<file path="config.mk">
export PLATFORM = sky130hd
export DESIGN_NAME = psum_collector
export DESIGN_NICKNAME = d
export VERILOG_FILES = /design/src/rtl/psum_collector_pkg.sv /design/src/rtl/psum_sat_add.sv /design/src/rtl/psum_collector.sv
export SDC_FILE = /design/constraint.sdc
export NUM_CORES = 1
export LEC_CHECK = 0
export CAP_MARGIN = 30
export CORE_AREA = 8 8 180 182
export CTS_CLUSTER_DIAMETER = 200
export DETAILED_ROUTE_END_ITERATION = 16
export DIE_AREA = 0 0 188 190
export GPL_TIMING_DRIVEN = 0
export PLACE_DENSITY = 0.76
export SETUP_SLACK_MARGIN = 0.15
export SYNTH_ARGS = -nofsm -noshare
export SYNTH_HDL_FRONTEND = slang
export SYNTH_SLANG_ARGS = --single-unit
</file>
<file path="constraint.sdc">
create_clock -name clk -period 7.87 [get_ports clk]
set_input_delay 0.787 -clock clk [delete_from_list [all_inputs] [get_ports clk]]
set_output_delay 0.787 -clock clk [all_outputs]
set_load 0.05 [all_outputs]
</file>
<file path="src/rtl/psum_collector_pkg.sv">
// Shared types and constants for the partial-sum collector: layer modes, global stages,
// psum width with its saturation bounds, and the FSM state encoding.
package psum_collector_pkg;

  localparam int PSUM_DATA_SIZE = 16;
  localparam logic [PSUM_DATA_SIZE-1:0] PSUM_MAX = {1'b0, {(PSUM_DATA_SIZE-1){1'b1}}};
  localparam logic [PSUM_DATA_SIZE-1:0] PSUM_MIN = {1'b1, {(PSUM_DATA_SIZE-1){1'b0}}};

  typedef enum logic [1:0] {MODE1, MODE2, MODE3} OP_MODE;
  typedef enum logic [1:0] {STG_IDLE, STG_LOAD, CONV, STG_DONE} OP_STAGE;
  typedef enum logic [1:0] {IDLE, ACCUM, DRAIN} collector_state_t;

  function automatic logic [PSUM_DATA_SIZE-1:0] relu(input logic [PSUM_DATA_SIZE-1:0] v);
    return v[PSUM_DATA_SIZE-1] ? '0 : v;
  endfunction

endpackage

</file>
<file path="src/rtl/psum_sat_add.sv">
// Signed adder clamped to the psum range; purely combinational, no backpressure.
module psum_sat_add
  import psum_collector_pkg::*;
(
  input  logic [PSUM_DATA_SIZE-1:0] a,
  input  logic [PSUM_DATA_SIZE-1:0] b,
  output logic [PSUM_DATA_SIZE-1:0] sum
);

  logic [PSUM_DATA_SIZE:0] full;

  assign full = {a[PSUM_DATA_SIZE-1], a} + {b[PSUM_DATA_SIZE-1], b};

  // Top two bits disagree only on signed overflow; the extra bit gives the true sign.
  always_comb begin
    sum = full[PSUM_DATA_SIZE-1:0];
    if (full[PSUM_DATA_SIZE] != full[PSUM_DATA_SIZE-1])
      sum = full[PSUM_DATA_SIZE] ? PSUM_MIN : PSUM_MAX;
  end

endmodule

</file>
<file path="src/rtl/psum_collector.sv">
// Accumulates one ofmap row over num_pass passes, then drains it; ack is same-cycle, drain obeys ofmap_ready.
// Define PSUM_COLLECTOR_RELU_EN to clamp negative results to zero on output.
module psum_collector
  import psum_collector_pkg::*;
#(
  parameter int DEPTH   = 16,
  parameter int COL_IDX = 0
) (
  input  logic                      clk,
  input  logic                      rst,
  input  OP_MODE                    mode,
  input  logic                      change_mode,
  input  logic [$clog2(DEPTH):0]    row_len,
  input  logic [3:0]                num_pass,
  input  OP_STAGE                   op_stage,
  input  logic [PSUM_DATA_SIZE-1:0] psum_in,
  input  logic                      psum_valid_in,
  output logic                      psum_ack_out,
  output logic [PSUM_DATA_SIZE-1:0] ofmap_out,
  output logic                      ofmap_valid,
  input  logic                      ofmap_ready,
  output logic                      busy
);

  localparam int AW = $clog2(DEPTH);

  collector_state_t state_q, state_d;

  OP_MODE                    mode_q;
  logic [AW:0]               row_len_q;
  logic [3:0]                num_pass_q;
  logic [AW-1:0]             wr_ptr, rd_ptr;
  logic [3:0]                pass_cnt;
  logic [PSUM_DATA_SIZE-1:0] acc [DEPTH];
  logic [PSUM_DATA_SIZE-1:0] sum_sat;
  logic                      last_px, last_pass, last_rd, accept;
  logic                      unused_cfg;

  // Latched mode and column index are carried for the surrounding array, not used here.
  assign unused_cfg = ^{mode_q, 1'(COL_IDX)};

  assign last_px   = ({1'b0, wr_ptr} == row_len_q - 1'b1);
  assign last_rd   = ({1'b0, rd_ptr} == row_len_q - 1'b1);
  assign last_pass = (pass_cnt == num_pass_q - 4'd1);
  assign accept    = psum_ack_out;

  psum_sat_add u_sat_add (
    .a   (acc[wr_ptr]),
    .b   (psum_in),
    .sum (sum_sat)
  );

  always_ff @(posedge clk or posedge rst) begin
    if (rst) state_q <= IDLE;
    else     state_q <= state_d;
  end

  always_comb begin
    state_d      = state_q;
    psum_ack_out = 1'b0;
    case (state_q)
      IDLE:  if (op_stage == CONV) state_d = ACCUM;
      ACCUM: begin
        psum_ack_out = psum_valid_in && (op_stage == CONV);
        if (psum_ack_out && last_px && last_pass) state_d = DRAIN;
      end
      DRAIN: if (ofmap_ready && last_rd) state_d = IDLE;
      default: state_d = IDLE;
    endcase
    if (change_mode) state_d = IDLE;
  end

  always_ff @(posedge clk or posedge rst) begin
    if (rst) begin
      mode_q     <= MODE1;
      row_len_q  <= (AW+1)'(DEPTH);
      num_pass_q <= 4'd1;
      wr_ptr     <= '0;
      rd_ptr     <= '0;
      pass_cnt   <= '0;
      for (int i = 0; i < DEPTH; i++) acc[i] <= '0;
    end else if (change_mode) begin
      mode_q     <= mode;
      row_len_q  <= row_len;
      num_pass_q <= num_pass;
      wr_ptr     <= '0;
      rd_ptr     <= '0;
      pass_cnt   <= '0;
    end else begin
      case (state_q)
        IDLE: if (op_stage == CONV) begin
          wr_ptr   <= '0;
          pass_cnt <= '0;
        end
        ACCUM: if (accept) begin
          acc[wr_ptr] <= (pass_cnt == 4'd0) ? psum_in : sum_sat;
          if (last_px) begin
            wr_ptr   <= '0;
            pass_cnt <= last_pass ? 4'd0 : pass_cnt + 4'd1;
            if (last_pass) rd_ptr <= '0;
          end else begin
            wr_ptr <= wr_ptr + 1'b1;
          end
        end
        DRAIN: if (ofmap_ready) rd_ptr <= last_rd ? '0 : rd_ptr + 1'b1;
        default: ;
      endcase
    end
  end

  // Output is a mux of registered state, so it is glitch-free and holds while stalled.
  assign ofmap_valid = (state_q == DRAIN);
  assign busy        = (state_q != IDLE);
`ifdef PSUM_COLLECTOR_RELU_EN
  assign ofmap_out   = ofmap_valid ? relu(acc[rd_ptr]) : '0;
`else
  assign ofmap_out   = ofmap_valid ? acc[rd_ptr] : '0;
`endif

endmodule

</file>
==> impl_summary.txt <==
----------------------------------------------------
[STA]
  Slew @ Worst Pin ... about 1.0 ns
  Total count of max-transition violations in the final report ... 0
  Worst setup margin ... ~1.3 ns
  Peak Freq ... between 0.15 and 0.2 GHz
  Minimum clock period ... 6.60 ns
  Number of hold-slack violations in the final timing report ... 0
  RSZ-0062 raised after global routing ... no
  Worst rel slew slack ... 29.6%
  Setup TNS ... 0 ns
  Final worst clock skew ... about 0.018 ns
  Final setup fails ... 0
  Post-route clock period utilization ... 83.9%

[Power and ir drop]
  Power density cells ... 282 nW/um^2
  Overall power of the completed layout ... between 0.005 and 0.006 W
  Highest ir drop seen on vdd ... 0.192 mV
  Static leakage power ... between 7 and 8 nW

[Global route]
  Global-route wire length before repair ... about 80 mm
  Vias in the first global route ... about 13000
  Remaining Overflow, GRT ... 0
  Global-route usage over all layers ... 28.0%
  Maximum number of pins on one net before global-route repair ... 44
  Initial antenna violation count ... 1

[Yosys]
  Net count after synthesis ... about 1500
  Flop and latch count out of synthesis ... between 200 and 300
  Top cells by area, synth ... sky130_fd_sc_hd__dfrtp_1, sky130_fd_sc_hd__mux4_2, sky130_fd_sc_hd__nand2_1
  Most used flip-flop cell after synthesis ... sky130_fd_sc_hd__dfrtp_1
  Syn Area/Cell ... approximately 11 um^2
  Post-synth EDFFs ... 0
  Synth unique cells ... between 60 and 70
  Part of the Yosys area used for sequential elements ... 42.7%
  Yosys warns ... 0
  Area of the mapped netlist ... about 16000 um^2
  Post-synth top area share ... between 40 and 50%
  Cell accounting for the most synthesized area ... sky130_fd_sc_hd__dfrtp_1
  Fraction of synthesis flops using an asynchronous set or reset pin ... 100%
  Synthesized netlist cell count ... 1475

[Worst hold path]
  Worst min path class ... reg -> reg
  Worst Hold Launch ... acc[31]$_DFFE_PP0P_

[Placed design]
  Detail Placement HPWL ... around 38 mm
  Final weighted congestion in routability-driven placement ... about 0.97
  Setup slack after placement ... 1.48 ns
  Number of buffer cells added on primary ports ... 49
  Post-Place Cell Area ... 17500 um^2

[Critical path]
  Origin of the critical flop-to-flop path ... wr_ptr[1]$_DFFE_PP0P_
  Kind of critical path ... reg -> reg
  CP Max Fanout ... 10
  Crit. End Element ... flip-flop
  Critical path arrival ... approximately 7.0 ns
  Element type at the critical path start ... flip-flop
  Startpoint of the most critical setup path ... wr_ptr[1]$_DFFE_PP0P_
  Required time reported for the critical path endpoint ... 8.28 ns

[Final layout]
  Highest-count cells in the layout ignoring fill and taps ... sky130_fd_sc_hd__dfrtp_1, sky130_fd_sc_hd__nand2_1, sky130_fd_sc_hd__mux4_2, sky130_fd_sc_hd__o21ai_0, sky130_fd_sc_hd__clkbuf_1
  Share of the core filled with cells in the final layout ... between 60% and 70%
  Final-stage net count ... 1628
  Area Overhead vs Synth ... 13.8%
  Leading cell type in the layout, fill and taps excluded ... sky130_fd_sc_hd__dfrtp_1
  Fraction of layout instances using a drive strength above 1 ... 21.4%
  Post-route cell area ... 18600 um^2
  Antenna cell count ... 0

[Clock tree]
  Post-CTS Setup Repair Bufs ... 0
  Buffer cell driving the clock tree root ... sky130_fd_sc_hd__clkbuf_16
  # H-tree levels ... 1
  Number of CTS-inserted buffers ... 29
  TritonCTS clock tree ... done
  Clk slew on worst S/H paths ... ~0.060 ns
  Quantity of gates resized following cts ... 0
  Clock sinks ... between 200 and 300
  Latest clock arrival within the worst-skew pair ... about 0.57 ns
  Clock Tree Buf Depth ... 3
  Post-cts hold buffer count ... 0

[Floorplan]
  Overall die area ... ~36000 um^2
  Core area ... ~30000 um^2
  Y dimension of the die ... around 190 um
  Row cnt ... 63
  Initial core utilization ... between 50% and 60%
  Width of the die ... 188 um
  I/O pin cnt ... 53

[Routing]
  Total number of vias ... about 13000
  Post-route DRC ... 0
  Router iterations before antenna repair ... 6
  Number of DRC violations after detailed-routing iteration 0 ... 1868
  Antenna Violating Nets Remaining ... 0
  Average detailed-routed wire length per instance ... between 20 and 30 um
  Vias per inst ... between 6 and 7
  Total Wirelength ... 50.3 mm

[Flow run]
  Max Cap Violations ... 0

[Outcome]
  Result of the run ... completed

----------------------------------------------------
==> final timing paths <==
kind                       depth (start not counted)  slack, ns                   endpoint
max                                               16       1.27        acc[73]$_DFFE_PP0P_
max in group asynchronous                          5       6.04  num_pass_q[0]$_DFFE_PP1P_
max reg2reg                                       16       1.27        acc[73]$_DFFE_PP0P_
min reg2reg                                        2       0.50        acc[31]$_DFFE_PP0P_
min                                                2       0.50        acc[31]$_DFFE_PP0P_
min in group asynchronous                          2       0.62       acc[118]$_DFFE_PP0P_
==> kinds of logic (layout without fill, tap and decap cells) <==
group / count (synthesis) / count (layout) / share of synthesized area [%]
AO/OA/AOI/OAI: 400 / 400 / 15.1
AND/OR/NAND/NOR: 398 / 398 / 10.6
flip-flops: 279 / 279 / 42.7
multiplexers: 198 / 198 / 24.6
buffers and inverters: 152 / 268 / 3.82
adder cells (fa/ha/maj): 26 / 26 / 2.03
XOR/XNOR: 22 / 22 / 1.18
==> where the power goes <==
group	internal (W)	switching, W
Clock	0.000918	0.000608
Combinational	0.000747	0.00138
Sequential	0.00152	0.0000750
Total	0.00318	0.00207
==> Yosys cell counts (3+ instances only) <==
library cell and instances:
sky130_fd_sc_hd__dfrtp_1 277, sky130_fd_sc_hd__nand2_1 222, sky130_fd_sc_hd__mux4_2 160, sky130_fd_sc_hd__o21ai_0 134
sky130_fd_sc_hd__clkbuf_1 92, sky130_fd_sc_hd__nor2_1 79, sky130_fd_sc_hd__o21ai_1 74, sky130_fd_sc_hd__a21oi_1 69
sky130_fd_sc_hd__mux2_2 37, sky130_fd_sc_hd__o21ai_2 31, sky130_fd_sc_hd__ha_1 25, sky130_fd_sc_hd__or3_1 25
sky130_fd_sc_hd__inv_1 24, sky130_fd_sc_hd__and2_1 22, sky130_fd_sc_hd__o31ai_1 21, sky130_fd_sc_hd__buf_2 17
sky130_fd_sc_hd__xnor2_1 14, sky130_fd_sc_hd__buf_1 12, sky130_fd_sc_hd__nand3_1 12, sky130_fd_sc_hd__a211oi_1 9
sky130_fd_sc_hd__nand2b_1 9, sky130_fd_sc_hd__nor3_1 8, sky130_fd_sc_hd__xor2_1 8, sky130_fd_sc_hd__a21o_1 5
sky130_fd_sc_hd__a31oi_1 5, sky130_fd_sc_hd__buf_6 4, sky130_fd_sc_hd__o211ai_1 4, sky130_fd_sc_hd__o21a_1 4
sky130_fd_sc_hd__o31a_1 4, sky130_fd_sc_hd__or2_2 4, sky130_fd_sc_hd__a2111oi_0 3, sky130_fd_sc_hd__a211oi_2 3
sky130_fd_sc_hd__clkbuf_2 3, sky130_fd_sc_hd__nand4_1 3, sky130_fd_sc_hd__o21bai_1 3, sky130_fd_sc_hd__o22ai_1 3
sky130_fd_sc_hd__o2bb2ai_1 3
==> routing by layer <==
layer / GRT usage, % / wire length, um
met1: 36.5 / 19300
met2: 45.3 / 24000
met3: 5.82 / 4760
met4: 12.2 / 2180
met5: 0 / 13
==> stage by stage <==
stage / hold WS, ns / cells
floorplan: 0.460 / 1475
global placement: 0.474 / 1914
detailed placement: 0.485 / 1923
CTS: 0.498 / 1977
global route: 0.514 / 1981
finish: 0.504 / 1981
==> worst max-delay path: stages (launching register included) <==
cell,delay [ns]
sky130_fd_sc_hd__dfrtp_1,0.38
sky130_fd_sc_hd__clkbuf_1,0.44
sky130_fd_sc_hd__buf_1,0.53
sky130_fd_sc_hd__clkbuf_1,0.71
sky130_fd_sc_hd__mux4_2,0.46
sky130_fd_sc_hd__mux4_2,0.51
sky130_fd_sc_hd__ha_1,0.24
sky130_fd_sc_hd__inv_1,0.08
sky130_fd_sc_hd__fa_1,0.21
sky130_fd_sc_hd__and2b_1,0.22
sky130_fd_sc_hd__o2111ai_1,0.37
sky130_fd_sc_hd__a2111o_1,0.24
sky130_fd_sc_hd__nand3_1,0.33
sky130_fd_sc_hd__nor3_2,0.74
sky130_fd_sc_hd__o31a_1,0.50
sky130_fd_sc_hd__clkbuf_2,0.32
sky130_fd_sc_hd__o21ai_0,0.15
==> registers in the layout, indices dropped and copies added (netlist names) <==
register,cells
wr_ptr,4
row_len_q,5
num_pass_q,4
pass_cnt,4
acc,256
state_q,2
rd_ptr,4
==> cell type report <==
cell class | count | area (um^2)
buffer | 128 | 536
clock buffer | 36 | 802
clock inverter | 18 | 249
fill | 2258 | 10800
inverter | 24 | 93.8
multi-input combinational | 1044 | 8760
sequential | 279 | 6980
tap | 390 | 488
timing repair buffer | 62 | 713
(Power assumes the default switching activity.)
